--- config.mk ---
export PLATFORM = sky130hd
export DESIGN_NAME = stream_join_buf
export DESIGN_NICKNAME = d
export VERILOG_FILES = /design/src/rtl/stream_join_buf_pkg.sv /design/src/rtl/stream_join_lane.sv /design/src/rtl/stream_join_buf.sv
export SDC_FILE = /design/constraint.sdc
export NUM_CORES = 1
export LEC_CHECK = 0
export ABC_AREA = 1
export CELL_PAD_IN_SITES_DETAIL_PLACEMENT = 0
export CELL_PAD_IN_SITES_GLOBAL_PLACEMENT = 1
export CORE_AREA = 8 8 80 82
export DETAILED_ROUTE_END_ITERATION = 10
export DIE_AREA = 0 0 88 90
export PLACE_DENSITY_LB_ADDON = 0.15
export SETUP_SLACK_MARGIN = 0.2
export SLEW_MARGIN = 30
export SYNTH_ARGS = -nofsm -noshare
export SYNTH_HDL_FRONTEND = slang
export SYNTH_SLANG_ARGS = --single-unit
--- constraint.sdc ---
create_clock -name clk_i -period 1.3 [get_ports clk_i]
set_input_delay 0.26 -clock clk_i [delete_from_list [all_inputs] [get_ports clk_i]]
set_output_delay 0.26 -clock clk_i [all_outputs]
set_load 0.01 [all_outputs]
--- src/rtl/stream_join_buf_pkg.sv ---
// ---------------------------------------------------------------------------
// stream_join_buf_pkg
// Purpose : shared helpers for the buffered N-way stream join.
// Contents: ptr_w() - pointer width for a DEPTH-entry ring. It never returns
//           less than 1, so a single-entry lane still has a legal pointer
//           register.
// ---------------------------------------------------------------------------
package stream_join_buf_pkg;

    function automatic int ptr_w(input int depth);
        return (depth > 1) ? $clog2(depth) : 1;
    endfunction

endpackage

--- src/rtl/stream_join_lane.sv ---
// ---------------------------------------------------------------------------
// stream_join_lane
// Purpose : one DEPTH-entry FIFO lane of the stream join. There is no
//           fall-through: data written in cycle t is visible at data_o in
//           t+1. Pointers wrap DEPTH-1 -> 0, so DEPTH need not be a power
//           of two.
// Ports   : clk_i   - clock
//           clr_i   - synchronous flush of pointers and count (reset or clear)
//           push_i  - write data_i at the write pointer (caller guarantees !full)
//           pop_i   - advance the read pointer (caller guarantees !empty)
//           data_i  - write data
//           data_o  - head entry
//           count_o - occupancy 0..DEPTH
//           full_o  - count == DEPTH
//           empty_o - count == 0
// ---------------------------------------------------------------------------
module stream_join_lane
    import stream_join_buf_pkg::*;
#(
    parameter int DATA_WIDTH = 8,
    parameter int DEPTH      = 2
) (
    input  logic                         clk_i,
    input  logic                         clr_i,
    input  logic                         push_i,
    input  logic                         pop_i,
    input  logic [DATA_WIDTH-1:0]        data_i,
    output logic [DATA_WIDTH-1:0]        data_o,
    output logic [$clog2(DEPTH+1)-1:0]   count_o,
    output logic                         full_o,
    output logic                         empty_o
);

    localparam int PtrW = ptr_w(DEPTH);
    localparam int CntW = $clog2(DEPTH + 1);
    localparam logic [PtrW-1:0] LastPtr = PtrW'(DEPTH - 1);
    localparam logic [CntW-1:0] FullCnt = CntW'(DEPTH);

    logic [DATA_WIDTH-1:0] r_mem [DEPTH];
    logic [PtrW-1:0]       r_rptr;
    logic [PtrW-1:0]       r_wptr;
    logic [CntW-1:0]       r_count;

    function automatic logic [PtrW-1:0] f_next_ptr(input logic [PtrW-1:0] p);
        return (p == LastPtr) ? '0 : p + PtrW'(1);
    endfunction

    // Control state: only pointers and count are reset.
    always_ff @(posedge clk_i) begin
        if (clr_i) begin
            r_rptr  <= '0;
            r_wptr  <= '0;
            r_count <= '0;
        end else begin
            if (push_i) r_wptr <= f_next_ptr(r_wptr);
            if (pop_i)  r_rptr <= f_next_ptr(r_rptr);
            if (push_i && !pop_i)
                r_count <= r_count + CntW'(1);
            else if (!push_i && pop_i)
                r_count <= r_count - CntW'(1);
        end
    end

    // Storage is never reset; the count decides what is meaningful. A push
    // only targets a non-head slot unless the lane is empty, so the head
    // stays stable while the joined output is stalled.
    always_ff @(posedge clk_i) begin
        if (push_i) r_mem[r_wptr] <= data_i;
    end

    assign data_o  = r_mem[r_rptr];
    assign count_o = r_count;
    assign full_o  = (r_count == FullCnt);
    assign empty_o = (r_count == '0);

endmodule

--- src/rtl/stream_join_buf.sv ---
// ---------------------------------------------------------------------------
// stream_join_buf
// Purpose : buffered N-way stream join. Each input stream feeds its own
//           DEPTH-entry lane; one joined beat (all lane heads concatenated)
//           is emitted only when every lane holds data. Early branches can
//           run ahead by up to DEPTH beats without stalling.
// Ports   : clk_i    - clock, all state on rising edge
//           rst_i    - synchronous active-high reset
//           clr_i    - synchronous clear, flushes all lanes
//           valid_i  - per-lane input valid       [N_INP]
//           ready_o  - per-lane input ready       [N_INP]
//           data_i   - lane i at [i*DATA_WIDTH +: DATA_WIDTH]
//           valid_o  - joined output valid
//           ready_i  - joined output ready
//           data_o   - lane heads, same packing as data_i
//           fill_o   - per-lane count, lane i at [i*CntW +: CntW]
// ---------------------------------------------------------------------------
module stream_join_buf
    import stream_join_buf_pkg::*;
#(
    parameter int N_INP      = 2,
    parameter int DATA_WIDTH = 8,
    parameter int DEPTH      = 2
) (
    input  logic                                clk_i,
    input  logic                                rst_i,
    input  logic                                clr_i,
    input  logic [N_INP-1:0]                    valid_i,
    output logic [N_INP-1:0]                    ready_o,
    input  logic [N_INP*DATA_WIDTH-1:0]         data_i,
    output logic                                valid_o,
    input  logic                                ready_i,
    output logic [N_INP*DATA_WIDTH-1:0]         data_o,
    output logic [N_INP*$clog2(DEPTH+1)-1:0]    fill_o
);

    localparam int CntW = $clog2(DEPTH + 1);

    logic             w_flush;
    logic [N_INP-1:0] w_full;
    logic [N_INP-1:0] w_empty;
    logic [N_INP-1:0] w_push;
    logic             w_pop;

    assign w_flush = rst_i || clr_i;

    // ready_o depends only on registered fullness, never on ready_i, so a
    // full lane stays not-ready even in the cycle it is popped.
    assign ready_o = ~w_full & {N_INP{~w_flush}};
    assign valid_o = ~(|w_empty) && !w_flush;
    assign w_push  = valid_i & ready_o;
    // One pop is broadcast to every lane; lanes never pop individually.
    assign w_pop   = valid_o && ready_i;

    for (genvar g = 0; g < N_INP; g++) begin : g_lane
        stream_join_lane #(
            .DATA_WIDTH (DATA_WIDTH),
            .DEPTH      (DEPTH)
        ) u_lane (
            .clk_i   (clk_i),
            .clr_i   (w_flush),
            .push_i  (w_push[g]),
            .pop_i   (w_pop),
            .data_i  (data_i[g*DATA_WIDTH +: DATA_WIDTH]),
            .data_o  (data_o[g*DATA_WIDTH +: DATA_WIDTH]),
            .count_o (fill_o[g*CntW +: CntW]),
            .full_o  (w_full[g]),
            .empty_o (w_empty[g])
        );

        // Source protocol: an offered beat stays offered, unchanged, until
        // taken. Cycles where reset or clear force ready low are exempt.
        a_valid_hold : assert property (@(posedge clk_i) disable iff (rst_i)
            (valid_i[g] && !ready_o[g] && !clr_i && !rst_i) |=> valid_i[g])
            else $error("stream_join_buf: valid_i[%0d] dropped without handshake", g);

        a_data_hold : assert property (@(posedge clk_i) disable iff (rst_i)
            (valid_i[g] && !ready_o[g] && !clr_i && !rst_i)
            |=> $stable(data_i[g*DATA_WIDTH +: DATA_WIDTH]))
            else $error("stream_join_buf: data_i lane %0d changed while stalled", g);
    end

    if (N_INP < 1) begin : g_bad_n_inp
        $error("stream_join_buf: N_INP must be >= 1");
    end
    if (DEPTH < 1) begin : g_bad_depth
        $error("stream_join_buf: DEPTH must be >= 1");
    end
    if (DATA_WIDTH < 1) begin : g_bad_width
        $error("stream_join_buf: DATA_WIDTH must be >= 1");
    end

endmodule
# Word-level counts from Yosys, hierarchy flattened
# Memories as Yosys holds them, arrays and structs flattened. A register that Yosys moved wholly into a read port is not among the register bits.
# Index checks and enable logic that the tools add are counted.
[word_totals] reg_bits=8 latch_bits=0 mem_bits_rw=32 rom_bits=0 output_inout_bits=23 mem_count=2
[op_classes] n_addsub=8 multipliers=0 div_mod_pow=0 magnitude_cmp=0 eq_ne=2 shifts=0 mux=16 bitwise=5 reduce_logical=16
[mem_list] memory="g_lane[0].u_lane.r_mem" words=2 word_bits=8 rd=1 rd_clocked_by_memory_dff=1 wr=1 line="stream_join_lane.sv:39" rtl="logic [DATA_WIDTH-1:0] r_mem [DEPTH];"
[mem_list] memory="g_lane[1].u_lane.r_mem" words=2 word_bits=8 rd=1 rd_clocked_by_memory_dff=1 wr=1 line="stream_join_lane.sv:39"
[op_table] cell="two-way mux 1 bit" count=12
[op_table] cell="two-way mux 2 bit" count=4
[op_table] cell="logical AND 1 bit" count=6
[op_table] cell="adder 1 bit (second input constant)" count=4
[op_table] cell="adder 2 x 1 -> 2 bit (second input constant)" count=2
[op_table] cell="AND 2 bit" count=2
[op_table] cell="== test 2 bit (second input constant)" count=2
[op_table] cell="logical NOT 1 bit" count=4
[op_table] cell="logical NOT 2 bit" count=2
[op_table] cell="nonzero test 2 bit" count=2
[op_table] cell="subtractor 2 x 1 -> 2 bit (second input constant)" count=2
[op_table] cell="inverter 1 bit" count=2
[op_table] cell="inverter 2 bit" count=1
[op_table] cell="OR reduction 2 bit" count=1
[op_table] cell="logical OR 1 bit" count=1

# Longest topological paths before layout
[logic_depth] depth_word=8 depth_mapped=11

# Modules after synthesis
# From an unflattened synthesis, not the netlist that was laid out.
[unflattened] cells_unflattened=133 hier_area_um2=1707.9
[by_module_without_submodules] module="stream_join_lane" n_inst=2 cells_each=58 area_per_inst_um2=810.8 seq_area_each_um2=580.6
[by_module_without_submodules] module="stream_join_buf" n_inst=1 cells_each=17 area_per_inst_um2=86.3 seq_area_each_um2=0.0

# Least setup slack after synthesis
# Ideal clock, no wire load.
[synth_timing] kind="register -> register" startpoint="register g_lane[0].u_lane.r_count[1]" endpoint="register g_lane[0].u_lane.r_count[1]" setup_ns=0.110 t_arrival_ns=1.412 required_time_ns=1.190 path_slack_ns=-0.222 stages_incl_launch_ff=12 path_cell_list="dfxtp_1 inv_1 nand2_1 nand3_2 nor2_2 inv_1 ha_1 or2_1 nand3_1 nand2_1 inv_1 nor2_1"
[synth_between] elab_chain_cells=8 elab_cells_between_ends=18
[synth_rtl] item="from (decl)" line="stream_join_lane.sv:42" rtl="logic [CntW-1:0] r_count;"
[synth_rtl] item="from (signal assigned)" line="stream_join_lane.sv:58" rtl="r_count <= r_count + CntW'(1);"
[synth_rtl] item="from (signal assigned)" line="stream_join_lane.sv:60" rtl="r_count <= r_count - CntW'(1);"
[synth_rtl] item="logical NOT 2 bit" line="stream_join_lane.sv:74" rtl="assign empty_o = (r_count == '0);"
[synth_rtl] item="OR reduction 2 bit" line="stream_join_buf.sv:50" rtl="assign valid_o = ~(|w_empty) && !w_flush;"
[synth_rtl] item="inverter 1 bit" line="stream_join_buf.sv:50"
[synth_rtl] item="logical AND 1 bit" line="stream_join_buf.sv:50"
[synth_rtl] item="logical AND 1 bit" line="stream_join_buf.sv:53" rtl="assign w_pop = valid_o && ready_i;"
[synth_rtl] item="logical NOT 1 bit" line="stream_join_lane.sv:57" rtl="if (push_i && !pop_i)"
[synth_rtl] item="logical AND 1 bit" line="stream_join_lane.sv:57"
[synth_rtl] item="two-way mux 2 bit / nonzero test 2 bit (equally long branches)"
# Parallel ways exist; a longest one is shown, timed or not. The select of a mux whose other input is x is not followed.
# A chain may end at the register's enable or synchronous reset.

==> impl_metrics.csv <==
group,metric,value,unit
logic_synthesis,syn_area,1710,µm²
finish,final_nets,251,
global_route,antenna_found_initial,0,
logic_synthesis,ys_ff_latch,42,
critical_path,rrSetupSlack,-0.13,ns
critical_path,cp.arrival,1.20,ns
sta,rsz0062_at_grt,"yes",
placement,port_buffers,44,
detailed_routing,drt_iter0_markers,47,
detailed_routing,wl_met1,1.53,mm
detailed_routing,vias_per_cell,4.36,
logic_synthesis,synth_fp_nets,155,
logic_synthesis,synth_cell_types,22,
sta,tightest_slew,0.256,ns
power_and_ir_drop,p_leak,1.19,nW
sta,setup_viol_count_final,40,
finish,n_antenna_cell,0,
logic_synthesis,synth-seq-area-share,0.679,
placement,dpl_cell_area,2450,µm²
sta,fin_crit,1.46,ns
clock_network,cts_root_buf,"clkbuf_8",
power_and_ir_drop,p_per_area,846,nW/µm²
floorplanning,fp.dieH,90,µm
critical_path,cp.required,1.04,ns
min_path,hold_path_class,"in -> reg",
floorplanning,ios,45,
critical_path,worstSetupEndpointType,"output port",
critical_path,setup.worst_path.class,"reg -> out",
global_route,grt_first_pass_wirelength,6.82,mm
power_and_ir_drop,power,2.59,mW
floorplanning,die_w,88,µm
clock_network,clkLatencyLatePin,0.29,ns
flow_run,cap_viol_max_count,0,
sta,setup_ws,-0.158,ns
floorplanning,start_util,0.326,
finish,fillers,429,
global_route,grt_pass1_vias,1410,
clock_network,cts.sinks,42,
clock_network,hold_buffers,0,
detailed_routing,wl_per_cell,14.1,µm
finish,drive_above_1_share,0.618,
finish,syn_to_final_growth,79.1,%
global_route,grt.total_usage,0.112,
sta,clock_skew,0.00599,ns
clock_network,cts_tree,"done",
sta,maxSlewViolCount,0,
critical_path,startpoint_type,"flop",
detailed_routing,finalWirelength,4.24,mm
placement,hpwlAfterDp,2.71,mm
run_status,violations,"setup timing",
floorplanning,core_area,5240,µm²
sta,hold_viol_final,0,
placement,gp_congestion,0.730,
critical_path,crit_fanout,8,
finish,final_cell_mix,"buf_6, edfxtp_1, buf_4",
detailed_routing,wl_met3,262,µm
logic_synthesis,ys_warn_count,0,
logic_synthesis,syn_avg_cell_area,13.0,µm²
finish,stdcell_area,3060,µm²
global_route,grt_max_degree,14,
clock_network,cts.clk_slew.worst_paths,0.08,ns
detailed_routing,detail_route.first_pass.iterations,4,
clock_network,numCtsBuffers,5,
detailed_routing,routed-wl-met2,2.35,mm
clock_network,cts_buffer_depth,2,
run_status,status,"finished with violations",
floorplanning,rows,27,
detailed_routing,vias,1309,
detailed_routing,ant_nets,0,
logic_synthesis,netlist_instances,131,
detailed_routing,routed.top_layer,"met4",
detailed_routing,drc,0,
clock_network,cts-htree-levels,2,
global_route,grt_overflow,0,
sta,slew_headroom,0.829,
power_and_ir_drop,vdd_ir_drop_max,0.362,mV
sta,clock.fmax,686,MHz
finish,final_common_cell,"buf_6",
floorplanning,dieArea,7920,µm²
sta,tns,-3.77,ns
sta,fin_crit_sh,1.12,
==> synthesized netlist by cell type <==
cell | count | area share
buf_6 | 1 | 0.0066
nor2_1 | 13 | 0.029
nand4_1 | 4 | 0.015
dfxtp_1 | 10 | 0.12
nor2_4 | 1 | 0.0066
nand2_2 | 1 | 0.0037
a21oi_1 | 5 | 0.015
clkinv_2 | 1 | 0.0029
nand3_4 | 1 | 0.010
nand3_1 | 3 | 0.0088
mux2_2 | 16 | 0.11
buf_2 | 2 | 0.0059
or2_1 | 2 | 0.0073
nand3_2 | 1 | 0.0059
inv_2 | 4 | 0.0088
edfxtp_1 | 32 | 0.56
nand2_1 | 15 | 0.033
a21oi_2 | 1 | 0.0051
ha_1 | 2 | 0.015
inv_1 | 13 | 0.029
nor2_2 | 1 | 0.0037
o21ai_0 | 2 | 0.0059
==> final timing paths <==
check,to,start,depth (start not counted)
worst max-delay path,data_o[9],flop,3
worst min-delay path,g_lane[0].u_lane.r_wptr,clr_i,5
worst max register to register,g_lane[1].u_lane.count_o[1],g_lane[1].u_lane.count_o[0],11
worst min register to register,g_lane[1].u_lane.r_wptr,g_lane[1].u_lane.r_wptr,2
==> worst max-delay path: stages, from the launching register on <==
cell and delay, ns:
dfxtp_2 0.35, buf_12 0.13, mux2_4 0.31, buf_6 0.12
==> layout make-up <==
| cell class | instances | area (µm²) | area share |
|---|---|---|---|
| clock buffers | 5 | 68.8 | 0.0225 |
| multi-input cells | 68 | 682 | 0.223 |
| repair buffers | 92 | 912 | 0.298 |
| flip-flops and latches | 42 | 1180 | 0.385 |
| inverters | 18 | 113 | 0.0368 |
| well taps | 72 | 90.1 | 0.0294 |
| clock inverters | 3 | 16.3 | 0.00531 |
==> logic make-up after synthesis <==
logic type	share of synthesized area
and+or+nand+nor	0.122
DFF	0.679
buffers and inverters	0.0527
muxes	0.105
AOI/OAI and AO/OA	0.0256
adders and majority gates	0.0146
==> registers in the layout (all words and copies together), names as in the netlist, named ones only <==
name and cells:
g_lane.u_lane.r_wptr 2, g_lane.u_lane.count_o 4, g_lane.u_lane.r_rptr 2, g_lane.u_lane.r_mem 32
==> power by group <==
part,switching [mW],internal [mW]
Clock,0.431,0.368
Combinational,0.134,0.191
Sequential,0.00853,1.46
==> stage by stage <==
stage	hold slack, ns	utilization	worst slack (ns)	cells
global route	0.417	0.584	-0.214	300
finish	0.400	0.584	-0.158	300
detailed placement	0.460	0.468	-0.638	265
global placement	0.448	0.468	-0.614	265
floorplan	0.359	-	-0.114	131
CTS	0.404	0.563	-0.177	294
==> what timing repair did <==
item | CTS | global route
cloned | 0 | 0
setup endpoints to repair | 65 | 64
setup buffers | 21 | 6
pin swaps | 12 | 12
gates resized for setup | 187 | 16
==> routing by layer <==
layer  track usage  up-vias
met5             0        -
met4        0.0430        0
met3        0.0373       12
met2         0.210       35
met1         0.106      621
li1              -      641
Note: power is estimated with default switching activity, not from simulation.
